### config.mk
export PLATFORM = sky130hd
export DESIGN_NAME = fxp_sqrt_unit_flat
export DESIGN_NICKNAME = d
export VERILOG_FILES = /design/src/rtl/fxp_sqrt_unit_if.sv /design/src/rtl/fxp_sqrt_unit.sv /design/src/flat_wrapper.sv
export SDC_FILE = /design/constraint.sdc
export NUM_CORES = 1
export LEC_CHECK = 0
export CAP_MARGIN = 20
export CORE_ASPECT_RATIO = 1.5
export CORE_UTILIZATION = 40
export CTS_BUF_LIST = sky130_fd_sc_hd__clkbuf_8 sky130_fd_sc_hd__clkbuf_16
export CTS_CLUSTER_DIAMETER = 60
export DETAILED_ROUTE_END_ITERATION = 8
export GPL_TIMING_DRIVEN = 0
export PLACE_DENSITY = 0.64
export SYNTH_ARGS = -nofsm -noshare
export SYNTH_HDL_FRONTEND = slang
export SYNTH_SLANG_ARGS = --single-unit
### constraint.sdc
create_clock -name clock -period 3.5 [get_ports clock]
set_input_delay 0.525 -clock clock [delete_from_list [all_inputs] [get_ports clock]]
set_output_delay 0.525 -clock clock [all_outputs]
set_load 0.05 [all_outputs]
### src/rtl/fxp_sqrt_unit_if.sv
// Start/result handshake between the normalisation control unit and the sqrt engine.
// The master drives start/radicand; the slave returns root and status.
interface fxp_sqrt_unit_if #(
  parameter int unsigned WIDTH = 32
);
  logic             start;
  logic [WIDTH-1:0] radicand;
  logic [WIDTH-1:0] root;
  logic             ready;
  logic             busy;
  logic             neg_err;

  modport master (
    output start, radicand,
    input  root, ready, busy, neg_err
  );

  modport slave (
    input  start, radicand,
    output root, ready, busy, neg_err
  );
endinterface

### src/rtl/fxp_sqrt_unit.sv
// Iterative fixed-point square root: one root bit per clock, digit-by-digit method.
// Computes isqrt(radicand << FRAC), i.e. floor(sqrt(x)) in the radicand's Q format.
module fxp_sqrt_unit #(
  parameter int unsigned WIDTH  = 32,
  parameter int unsigned FRAC   = 16,
  parameter bit          SIGNED = 1'b1
) (
  input logic            clock,
  input logic            reset,
  fxp_sqrt_unit_if.slave bus
);

  localparam int unsigned OpW  = WIDTH + FRAC;
  localparam int unsigned N    = OpW / 2;
  localparam int unsigned RemW = N + 2;
  localparam int unsigned CntW = (N > 1) ? $clog2(N) : 1;

  if ((OpW % 2) != 0 || FRAC > WIDTH) begin : g_bad_params
    $error("fxp_sqrt_unit: WIDTH+FRAC must be even and FRAC <= WIDTH");
  end

  typedef enum logic [1:0] {StIdle, StCalc, StErr, StDone} state_e;

  state_e            state_q;
  logic [OpW-1:0]    opnd_q;
  logic [RemW-1:0]   rem_q;
  logic [N-1:0]      q_q;
  logic [CntW-1:0]   cnt_q;
  logic [WIDTH-1:0]  root_q;
  logic              ready_q;
  logic              busy_q;
  logic              neg_err_q;

  logic [RemW+1:0]   dividend;
  logic [RemW+1:0]   subtrahend;
  logic              fits;
  logic [RemW-1:0]   rem_d;
  logic [N-1:0]      q_d;

  // Wide compare keeps the sign test exact on the last iteration; the
  // surviving remainder always fits in RemW bits.
  always_comb begin
    dividend   = {rem_q, opnd_q[OpW-1 -: 2]};
    subtrahend = {2'b00, q_q, 2'b01};
    fits       = (dividend >= subtrahend);
    rem_d      = fits ? RemW'(dividend - subtrahend) : RemW'(dividend);
    q_d        = N'({q_q, fits});
  end

  always_ff @(posedge clock or negedge reset) begin
    if (!reset) begin
      state_q   <= StIdle;
      opnd_q    <= '0;
      rem_q     <= '0;
      q_q       <= '0;
      cnt_q     <= '0;
      root_q    <= '0;
      ready_q   <= 1'b0;
      busy_q    <= 1'b0;
      neg_err_q <= 1'b0;
    end else begin
      unique case (state_q)
        StIdle, StDone: begin
          if (bus.start) begin
            opnd_q    <= OpW'(bus.radicand) << FRAC;
            rem_q     <= '0;
            q_q       <= '0;
            cnt_q     <= CntW'(N - 1);
            ready_q   <= 1'b0;
            neg_err_q <= 1'b0;
            busy_q    <= 1'b1;
            if (SIGNED && bus.radicand[WIDTH-1]) begin
              state_q <= StErr;
            end else begin
              state_q <= StCalc;
            end
          end
        end
        StCalc: begin
          opnd_q <= opnd_q << 2;
          rem_q  <= rem_d;
          q_q    <= q_d;
          if (cnt_q == '0) begin
            state_q <= StDone;
            root_q  <= WIDTH'(q_d);
            ready_q <= 1'b1;
            busy_q  <= 1'b0;
          end else begin
            cnt_q <= cnt_q - CntW'(1);
          end
        end
        StErr: begin
          state_q   <= StDone;
          root_q    <= '0;
          neg_err_q <= 1'b1;
          ready_q   <= 1'b1;
          busy_q    <= 1'b0;
        end
        default: state_q <= StIdle;
      endcase
    end
  end

  assign bus.root    = root_q;
  assign bus.ready   = ready_q;
  assign bus.busy    = busy_q;
  assign bus.neg_err = neg_err_q;

endmodule

### src/flat_wrapper.sv
// flat-port wrapper written by rule: the top's interface ports become plain ports
module fxp_sqrt_unit_flat 
#(
  parameter int unsigned WIDTH  = 32,
  parameter int unsigned FRAC   = 16,
  parameter bit          SIGNED = 1'b1
)
  (clock, reset, bus_start, bus_radicand, bus_root, bus_ready, bus_busy, bus_neg_err);
  fxp_sqrt_unit_if #(.WIDTH(WIDTH)) bus_i ();
  input logic clock;
  input logic reset;
  input wire logic [$bits(bus_i.start)-1:0] bus_start;
  input wire logic [$bits(bus_i.radicand)-1:0] bus_radicand;
  output wire logic [$bits(bus_i.root)-1:0] bus_root;
  output wire logic [$bits(bus_i.ready)-1:0] bus_ready;
  output wire logic [$bits(bus_i.busy)-1:0] bus_busy;
  output wire logic [$bits(bus_i.neg_err)-1:0] bus_neg_err;
  assign bus_i.start = bus_start;
  assign bus_i.radicand = bus_radicand;
  assign bus_root = bus_i.root;
  assign bus_ready = bus_i.ready;
  assign bus_busy = bus_i.busy;
  assign bus_neg_err = bus_i.neg_err;
  fxp_sqrt_unit #(.WIDTH(WIDTH), .FRAC(FRAC), .SIGNED(SIGNED)) u_core (.clock(clock), .reset(reset), .bus(bus_i));
endmodule
==> flow_metrics.env <==
export IMPL_period_share_pct=84.46
export IMPL_clock_power_share_pct=18.3
export IMPL_setup_viol=0
export IMPL_synth_area_per_cell_um2=9.590
export IMPL_cts_setup_buffers=0
export IMPL_max_stage_delay_ps=420
export IMPL_root_buffer="clkbuf_16"
export IMPL_ys_warn_count=0
export IMPL_cts_buffers_inserted=17
export IMPL_crit_buf_inv=2
export IMPL_synth_top_family_by_area="compound AO/OA/AOI/OAI gates"
export IMPL_hold_viol=0
export IMPL_io_buffer_count=61
export IMPL_routed_via_density=5.461
export IMPL_start_kind="flip-flop"
export IMPL_io_pins=70
export IMPL_core_area_um2=15550
export IMPL_grt_pass1_vias=5449
export IMPL_synth_common_cells="dfrtp_1, nand2_1, o21ai_0, mux2i_1, inv_1"
export IMPL_synth_compound_area_share_pct=21.78
export IMPL_arrival_ps=3220
export IMPL_synth_mux_area_share_pct=6.484
export IMPL_p_sw_share_pct=46.29
export IMPL_start_util_pct=40.81
export IMPL_cpMaxStageDelayCell="o41a_2"
export IMPL_critPathMaxFanout=10
export IMPL_drt_total_wl_um=16190
export IMPL_drv_cap=0
export IMPL_synthAdderAreaFrac_pct=5.912
export IMPL_gr_usage_all_layers_pct=20.77
export IMPL_ctsResizeCount=0
export IMPL_ant_nets=0
export IMPL_drc=1
export IMPL_die_x_um=104.9
export IMPL_leakage_nw=3.488
export IMPL_cp_depth=11
export IMPL_die_h_um=156.3
export IMPL_seqPwrFrac_pct=22.2
export IMPL_synth_seq_cells=116
export IMPL_routedWlPerCell_um=16.78
export IMPL_worst_pin_slew_ps=1180
export IMPL_clk_insertion_delay_late_ps=430
export IMPL_area_delta_synth_final_pct=23.04
export IMPL_grt_max_degree=71
export IMPL_max_freq_mhz=338.3
export IMPL_die_area_um2=16390
export IMPL_grt_pass1_wl_um=26560
export IMPL_critPathTopFamily="compound AO/OA/AOI/OAI gates"
export IMPL_crit_required_ps=3770
export IMPL_gr_total_overflow=0
export IMPL_ctsHoldBuffers=0
export IMPL_ir_worst_vdd_mv=0.5560
export IMPL_synth_simple_area_share_pct=11.63
export IMPL_grt_setup_unrepaired="no"
export IMPL_clock_path_buffers=2
export IMPL_crit_chain="inv_1 > ha_1 > nor2b_1 > o21bai_1 > a21oi_2 > o41a_2 > a21oi_2 > o21ai_2 > clkbuf_1 > o21ai_0 > o21ai_0"
export IMPL_drive_above_1_share_pct=8.005
export IMPL_maxSlewHeadroom_pct=21.19
export IMPL_diodes=0
export IMPL_p_per_area_nw_per_um2=1123
export IMPL_antenna_found_initial=0
export IMPL_critical_path_endpoint_type="flip-flop"
export IMPL_clock_skew_ps=13.62
export IMPL_final_net_count=815
export IMPL_combPwrFrac_pct=59.6
export IMPL_cts_tree="yes"
export IMPL_maxSlewViolCount=0
export IMPL_failed_checks="design-rule violations"
export IMPL_path_clk_slew_ps=50
export IMPL_drtIter0Drc=293
export IMPL_place_hpwl_um=11850
export IMPL_yosysTopAreaCell="dfrtp_1"
export IMPL_p_sw_mw=4.060
export IMPL_cts_sinks=116
export IMPL_syn_area_um2=6349
export IMPL_synthCells=662
export IMPL_hp_class="primary input to asynchronous set/reset pin"
export IMPL_synthArstFlopShare_pct=100.0
export IMPL_timing_final_crit_period_ps=2956
export IMPL_synth_top_area_share_pct=45.72
export IMPL_yosys_area_share_xor_xnor_pct=2.759
export IMPL_reg2reg_depth=11
export IMPL_ys_seq_area_share_pct=45.72
export IMPL_synth_edff_count=0
export IMPL_rows=56
export IMPL_crit_type="flip-flop to flip-flop"
export IMPL_synth_main_ff_cell="dfrtp_1"
export IMPL_globalplace_congestion=0.8695
export IMPL_status="complete, but fails checks"
export IMPL_synthTopCellsByArea="dfrtp_1, mux2i_1, ha_1"
export IMPL_intPower_mw=4.710
export IMPL_ys_types=61
export IMPL_drt_pass1_iter_count=6
export IMPL_num_vias=5270
export IMPL_utilization_pct=50.22
export IMPL_synth_most_common_cell="dfrtp_1"
export IMPL_tns_ps=0
export IMPL_htree_levels=4
power by group through the flow:
stage	clock (mW)	sequential [mW]	combinational, mW
floorplan	0	1.93	3.87
global placement	0	1.95	5.10
detailed placement	0	1.96	5.21
CTS	1.62	1.94	5.25
global route	1.67	1.98	5.73
finish	1.60	1.94	5.23
area by class of cell:
| class | count | area, um^2 |
|---|---|---|
| Buffer | 44 | 212.7 |
| Clock buffer | 17 | 425.4 |
| Clock inverter | 14 | 117.6 |
| Fill cell | 1502 | 7744 |
| Inverter | 39 | 146.4 |
| Multi-Input combinational cell | 470 | 3113 |
| Sequential cell | 116 | 2903 |
| Tap cell | 203 | 254.0 |
| Timing Repair Buffer | 62 | 639.4 |
worst paths after layout:
| check | startpoint | end | slack [ps] |
|---|---|---|---|
| max reg2reg | u_core.q_q[0] | u_core.rem_q[13] | 540 |
| max in group asynchronous | reset | u_core.q_q[7] | 2780 |
| min | reset | u_core.opnd_q[30] | 20 |
| max | u_core.q_q[0] | u_core.rem_q[13] | 540 |
| min in group clock | u_core.opnd_q[45] | u_core.opnd_q[45] | 480 |
| min reg2reg | u_core.opnd_q[45] | u_core.opnd_q[45] | 480 |
cells by family after synthesis:
logic type               count (synthesis)
XOR/XNOR                                20
AND/OR/NAND/NOR                        157
buffers and inverters                   83
multiplexers                            41
other                                    1
flip-flops                             116
adder cells (fa/ha/maj)                 30
AO/OA/AOI/OAI                          214
state kept, by name, summed over array words and instances (netlist names):
name,count
u_core.opnd_q,32
u_core.rem_q,26
u_core.bus.root,24
u_core.q_q,24
u_core.cnt_q,5
u_core.state_q,2
u_core.bus.busy,1
u_core.bus.neg_err,1
u_core.bus.ready,1
placed cells by master, fill, tap and decap left out, types with 17 or more instances in the layout:
| cell type | count |
|---|---|
| a21oi_1 | 33 |
| a22o_1 | 25 |
| clkbuf_1 | 26 |
| clkbuf_16 | 17 |
| clkdlybuf4s50_1 | 60 |
| dfrtp_1 | 116 |
| ha_1 | 30 |
| inv_1 | 40 |
| mux2i_1 | 40 |
| nand2_1 | 73 |
| nor2_1 | 29 |
| o21ai_0 | 72 |
| o22ai_1 | 26 |
worst reg2reg max path, cell delays in order, from the launching register on:
cell	delay, ps
dfrtp_1	370
inv_1	140
ha_1	280
nor2b_1	170
o21bai_1	250
a21oi_2	100
o41a_2	420
a21oi_2	180
o21ai_2	170
clkbuf_1	340
o21ai_0	280
o21ai_0	100
stage by stage:
step                total power [mW]  hold slack, ps  std cells  area, um^2  setup WS (ps)
CTS                            8.807           47.88        965        7811          513.9
finish                         8.770           24.25        965        7811          543.9
floorplan                      5.797           229.4        669        6375           1013
global placement               7.044           460.1        933        7239          -2579
detailed placement             7.174           468.6        934        7268          512.7
global route                   9.386           68.44        965        7811          360.7
per-layer routing:
layer | vias to the layer above | wire length (um) | global-route usage [%]
li1 | 2543 | - | -
met1 | 2562 | 6669 | 22.86
met2 | 123 | 8341 | 37.28
met3 | 42 | 565 | 3.707
met4 | 0 | 618 | 12.41
met5 | - | 0 | 0
(Power assumes the default switching activity.)
